===== config.mk =====
export PLATFORM = sky130hd
export DESIGN_NAME = nibble_serial_adder
export DESIGN_NICKNAME = d
export VERILOG_FILES = /design/src/rtl/nibble_serial_adder.sv
export SDC_FILE = /design/constraint.sdc
export NUM_CORES = 1
export LEC_CHECK = 0
export ABC_CLOCK_PERIOD_IN_PS = 1500
export BUFFER_PORTS_ARGS = -buffer_cell sky130_fd_sc_hd__buf_2
export CAP_MARGIN = 20
export CORE_MARGIN = 5
export CORE_UTILIZATION = 48
export CTS_BUF_LIST = sky130_fd_sc_hd__clkbuf_16
export DETAILED_ROUTE_END_ITERATION = 8
export PLACE_DENSITY = 0.79
export RECOVER_POWER = 100
export SYNTH_ARGS = -nofsm -noshare
export SYNTH_HDL_FRONTEND = slang
export SYNTH_SLANG_ARGS = --single-unit

===== constraint.sdc =====
create_clock -name clk -period 1.5 [get_ports clk]
set_input_delay 0 -clock clk [delete_from_list [all_inputs] [get_ports clk]]
set_output_delay 0 -clock clk [all_outputs]
set_load 0.02 [all_outputs]

===== src/rtl/nibble_serial_adder.sv =====
// ----------------------------------------------------------------------------
// nibble_serial_adder
//
// Sequential WIDTH-bit adder/subtractor built around one 4-bit adder slice.
// An operand pair is captured on a valid/ready input handshake. The slice then
// processes one nibble per cycle, LSB nibble first, with the carry held in a
// flop between cycles. The assembled result is offered with carry and signed
// overflow on a valid/ready output handshake. This trades latency
// (WIDTH/4 cycles) for a narrow adder in wide datapaths.
//
// Parameters
//   WIDTH      operand/result width; must be a multiple of 4 and >= 4
//
// Ports
//   clk        rising-edge clock
//   rst_n      asynchronous active-low reset
//   in_valid   operand pair and mode are valid
//   in_ready   block can accept an operand pair (high only in IDLE)
//   a, b       operands (two's complement or unsigned)
//   carry_in   carry into nibble 0 for add; ignored for sub
//   sub        0: a + b + carry_in, 1: a - b computed as a + ~b + 1
//   out_valid  result is valid (high only in DONE)
//   out_ready  consumer accepts the result
//   sum        result
//   carry_out  carry out of bit WIDTH-1 (for sub: 1 = no borrow)
//   overflow   signed overflow of the operation
//   busy       high whenever the block is not IDLE
// ----------------------------------------------------------------------------

// 4-bit adder slice: {cout, sum} = a + b + cin.
module nibble_adder (
    input  logic [3:0] a,
    input  logic [3:0] b,
    input  logic       cin,
    output logic [3:0] sum,
    output logic       cout
);

    assign {cout, sum} = {1'b0, a} + {1'b0, b} + {4'b0000, cin};

endmodule

module nibble_serial_adder #(
    parameter int WIDTH = 16
) (
    input  logic             clk,
    input  logic             rst_n,
    input  logic             in_valid,
    output logic             in_ready,
    input  logic [WIDTH-1:0] a,
    input  logic [WIDTH-1:0] b,
    input  logic             carry_in,
    input  logic             sub,
    output logic             out_valid,
    input  logic             out_ready,
    output logic [WIDTH-1:0] sum,
    output logic             carry_out,
    output logic             overflow,
    output logic             busy
);

    localparam int NIBBLES = WIDTH / 4;
    // A one-nibble datapath still needs a 1-bit counter to stay legal.
    localparam int IDX_W = (NIBBLES > 1) ? $clog2(NIBBLES) : 1;
    localparam logic [IDX_W-1:0] LAST_IDX = IDX_W'(NIBBLES - 1);

    if ((WIDTH % 4 != 0) || (WIDTH < 4)) begin : g_bad_width
        $error("nibble_serial_adder: WIDTH must be a multiple of 4 and >= 4");
    end

    typedef enum logic [1:0] {
        IDLE,
        RUN,
        DONE
    } state_t;

    state_t           state;
    logic [IDX_W-1:0] idx;
    logic             carry;     // carry between nibbles
    logic [WIDTH-1:0] op_a;      // shifts right 4 bits per RUN cycle
    logic [WIDTH-1:0] op_b;      // already inverted for sub
    logic             sa;        // sign of A
    logic             sb;        // sign of the effective B (~b for sub)

    logic [3:0]       slice_sum;
    logic             slice_cout;

    nibble_adder u_slice (
        .a    (op_a[3:0]),
        .b    (op_b[3:0]),
        .cin  (carry),
        .sum  (slice_sum),
        .cout (slice_cout)
    );

    // Handshake flags are decoded straight from the state register, so they
    // are glitch-free and change only on clock edges (or reset).
    assign in_ready  = (state == IDLE);
    assign busy      = (state != IDLE);
    assign out_valid = (state == DONE);

    always_ff @(posedge clk or negedge rst_n) begin
        if (!rst_n) begin
            // NOTE: the result registers are reset along with the control
            // state because they are visible outputs with defined reset
            // values; operand registers are reset only to keep the whole
            // block in a known state.
            state     <= IDLE;
            idx       <= '0;
            carry     <= 1'b0;
            op_a      <= '0;
            op_b      <= '0;
            sa        <= 1'b0;
            sb        <= 1'b0;
            sum       <= '0;
            carry_out <= 1'b0;
            overflow  <= 1'b0;
        end else begin
            // NOTE: every register here uses <= so all updates see the
            // pre-edge values; a blocking = would let later statements
            // observe half-updated state and break the nibble pipeline.
            case (state)
                IDLE: begin
                    if (in_valid) begin
                        op_a  <= a;
                        op_b  <= sub ? ~b : b;
                        // Subtraction is a + ~b + 1, so the +1 enters as the
                        // initial carry and carry_in is ignored.
                        carry <= sub | carry_in;
                        sa    <= a[WIDTH-1];
                        sb    <= sub ? ~b[WIDTH-1] : b[WIDTH-1];
                        idx   <= '0;
                        state <= RUN;
                    end
                end

                RUN: begin
                    // Nibble idx of the result comes from the slice this cycle.
                    for (int i = 0; i < NIBBLES; i++) begin
                        if (idx == IDX_W'(i)) begin
                            sum[4*i +: 4] <= slice_sum;
                        end
                    end
                    carry <= slice_cout;
                    op_a  <= op_a >> 4;
                    op_b  <= op_b >> 4;
                    idx   <= idx + 1'b1;
                    if (idx == LAST_IDX) begin
                        carry_out <= slice_cout;
                        // Signed overflow: both operands share a sign and the
                        // result's sign (final slice MSB) differs from it.
                        overflow  <= (sa == sb) && (slice_sum[3] != sa);
                        state     <= DONE;
                    end
                end

                DONE: begin
                    if (out_ready) begin
                        state <= IDLE;
                    end
                end

                default: state <= IDLE;
            endcase
        end
    end

endmodule


==> reports/qor_table.md <==
| Result | This run |
| --- | --- |
| Classification of the worst setup path | reg2reg |
| Most common flop cell mapped by yosys | sky130_fd_sc_hd__dfrtp_1 |
| Commonest cells after routing, fill and taps aside | sky130_fd_sc_hd__nand2_1 (59), sky130_fd_sc_hd__dfrtp_1 (57), sky130_fd_sc_hd__buf_2 (37) |
| Count of boundary I/O pins | 59 |
| Worst setup skew after layout | 6.18 ps |
| Global-route wire length before repair | 10,900 µm |
| Half-perimeter wire length after detailed placement | 4210 µm |
| Insertion delay to the later sink of the worst-skew pair | 320 ps |
| Max-cap violations | 0 |
| Starting DRC count in detailed routing | 99 |
| Part of the power in combinational logic | 47.4% |
| Hold Violations, Final | 0 |
| Category of the worst setup path launch point | register |
| Class of the tightest hold or removal check | in2reg |
| Average instance area after synthesis | 9.98 µm² |
| Final critical-path setup slack | -154 ps |
| Seq pwr share | 31.5% |
| Worst-margin pin slew | 594 ps |
| Clk sinks | 57 |
| Relative contribution of the clock network to total power | 21.1% |
| Startpoint of the worst-slack reg-to-reg timing path | op_b[0] |
| CTS tree | built |
| Area of the mapped netlist | 2660 µm² |
| Period utilisation layout | 110% |
| Mean routed wirelength per cell | 14.8 µm |
| Setup total negative slack | -1560 ps |
| Share of the yosys chip area belonging to registers | 53.7% |
| Worst hold start | b[5] |
| Critical path peak fanout | 2 |
| CTS HTree Levels | 3 |
| Normalized max-slew margin | 60.4% |
| R2r endpoint | carry |
| Global placement routability congestion | 0.797 |
| Detailed Route WL | 6500 µm |
| Outcome | finished, violations left |
| Num rows | 27 |
| Endpoint, Worst Hold | op_b[5] |
| Die width | 84.4 µm |
| Flip-flop and latch count after synthesis | 57 |
| Via count | 2,266 |
| Cell accounting for the most synthesized area | sky130_fd_sc_hd__dfrtp_1 |
| Number of buffers added on ports | 58 |
| Switching fraction of total power | 40.7% |
| Vias in the first global route | 2,288 |
| Sum of overflow across all layers after global routing | 0 |
| Setup slack, reg-to-reg | -150 ps |
| Pin count of the biggest net entering global routing | 31 |
| Top cells by area, synth | sky130_fd_sc_hd__dfrtp_1 (54%), sky130_fd_sc_hd__nand2_1 (8.3%), sky130_fd_sc_hd__xnor2_1 (4.9%) |
| Post-synthesis cell count | 266 |
| Ratio of cells with drive above 1 in the final layout | 24.8% |
| Required time worst endpoint | 1680 ps |
| Synth Net Count | 313 |
| Number of failing setup endpoints in the final timing report | 20 |
| Max IR drop VDD | 1270 µV |
| Net Sw Power | 3.62 mW |
| Syn. warnings | 0 |
| Nets@finish | 410 |
| Internal power contribution | 5.28 mW |
| Number of antenna violations at the first check in global routing | 0 |
| Clock slew seen by the registers of the worst setup and hold paths | 50 ps |
| Pwr/cell area | 2430 nW/µm² |
| Element type at the critical path end | register |
| Violated checks | negative setup slack |
| Post-synth EDFFs | 0 |
| Number of buffers on the longest clock path | 2 |
| Initial standard-cell utilization of the core | 48.8% |
| Number of CTS-inserted buffers | 9 |
| Area share of the largest cell type after synthesis | 53.7% |
| Leak pwr | 1.72 nW |
| Antenna diodes | 0 |
| Worst setup slack after placement | -187 ps |
| Via density | 5.16 |
| Antenna Violating Nets Remaining | 0 |
| Area of the core | 5440 µm² |
| Setup repair after global routing missed its margin | true |
| Slew Viols, Final | 0 |
| Vert. Die Dim | 84.4 µm |
| Number of cells traversed by the worst hold path | 4 |
| Min Clock Period, post-route | 1650 ps |
| Arrival time reported for the critical path endpoint | 1840 ps |
| Utilization after layout | 67.4% |
| Clk root buf | sky130_fd_sc_hd__clkbuf_16 |
| Total track usage | 19.5% |
| Commonest non-fill, non-tap cell in the layout | sky130_fd_sc_hd__nand2_1 |
| Count of distinct cell types in the synthesized netlist | 33 |
| Die footprint | 7120 µm² |
| DRC viols | 0 |
| Synthesis-to-layout area growth | 38.1% |
| Maximum operating frequency | 605 MHz |
| Async S/R FF share, synth | 100% |
| R2R cell count | 7 |
| DR pass1 iterations | 5 |
==> per-layer routing <==
layer	global-route usage [%]	part of all wire, %	vias to the layer above	wire length, µm
li1	-	-	1097	-
met1	23.0	40	1078	2570
met2	33.4	52	75	3380
met3	5.89	6.6	16	428
met4	7.48	1.9	0	123
met5	0	0	-	0
==> worst max path at each step <==
stage / slack, ps / to / start / cells past startpoint
after floorplan: -60 / sum[11] / op_b[0] / 5
after global placement: -140 / sum[11] / op_b[0] / 5
after detailed placement: -190 / sum[7] / op_b[0] / 5
after CTS: -140 / sum[7] / carry / 5
after global routing: -230 / carry / op_b[0] / 7
final: -150 / carry / op_b[0] / 7
==> state kept, by name (all words and copies together), names as in the netlist <==
| signal | cells |
|---|---|
| sum | 16 |
| sb | 1 |
| carry | 1 |
| op_b | 16 |
| state | 2 |
| idx | 2 |
| overflow | 1 |
| op_a | 16 |
| carry_out | 1 |
| sa | 1 |
==> final cells by class <==
cell class / instances / area [µm²]
Timing Repair Buffer: 101 / 644
Clock buffer: 9 / 225
Sequential cell: 57 / 1430
Tap cell: 72 / 90.1
Fill cell: 426 / 1770
Clock inverter: 6 / 51.3
Multi-Input combinational cell: 186 / 1200
Inverter: 8 / 30.0
==> cell usage after synthesis, drive strengths merged (2+ instances only) <==
master  instances
a31oi          11
a21oi           3
a211oi          2
dfrtp          57
nand2b          2
nand3           3
fa              2
nor2           28
xor2            3
o21ai          23
nand2          60
clkbuf          5
ha              7
xnor2          15
inv             8
mux2            4
buf            10
a21o            2
a221o          12
nor3b           2
==> through the flow <==
stage | total power [mW] | cells | hold slack, ps | area, µm²
2_1_floorplan | 5.36 | 266 | -296 | 2670
3_3_place_gp | 6.40 | 398 | 21.6 | 3120
3_5_place_dp | 6.56 | 398 | 24.9 | 3120
4_1_cts | 8.74 | 438 | 34.9 | 3670
5_1_grt | 9.59 | 439 | 64.5 | 3670
6_report | 8.90 | 439 | 41.4 | 3670
==> critical path, cell delays in order, from the launching register on <==
cell and delay (ps):
sky130_fd_sc_hd__dfrtp_1 400, sky130_fd_sc_hd__fa_2 410, sky130_fd_sc_hd__inv_2 60, sky130_fd_sc_hd__fa_2 200
sky130_fd_sc_hd__inv_2 30, sky130_fd_sc_hd__a21o_1 160, sky130_fd_sc_hd__a21oi_2 150, sky130_fd_sc_hd__o211ai_1 100
==> cell families after synthesis <==
group	Yosys count	share of synthesized area, %
AND/OR/NAND/NOR	98	15.2
AO/OA/AOI/OAI	57	14.4
flip-flops	57	53.7
buffers and inverters	23	4.24
XOR/XNOR	18	5.94
adder cells (fa/ha/maj)	9	4.81
multiplexers	4	1.70
==> power by group through the flow <==
| stage | sequential [mW] | clock (mW) | combinational, mW |
|---|---|---|---|
| final | 2.81 | 1.88 | 4.21 |
| after global routing | 2.90 | 1.98 | 4.71 |
| after CTS | 2.78 | 1.91 | 4.06 |
| after detailed placement | 2.79 | 0 | 3.77 |
| after global placement | 2.73 | 0 | 3.67 |
| after floorplan | 2.96 | 0 | 2.40 |
==> what timing repair did <==
item,in CTS,in global routing
hold endpoints to repair,45,0
buffers inserted,2,1
hold buffers,23,0
gates resized for setup,6,13
endpoints found under the setup margin,29,22
pin swaps,11,7
Power figures use the tool's default switching activity.
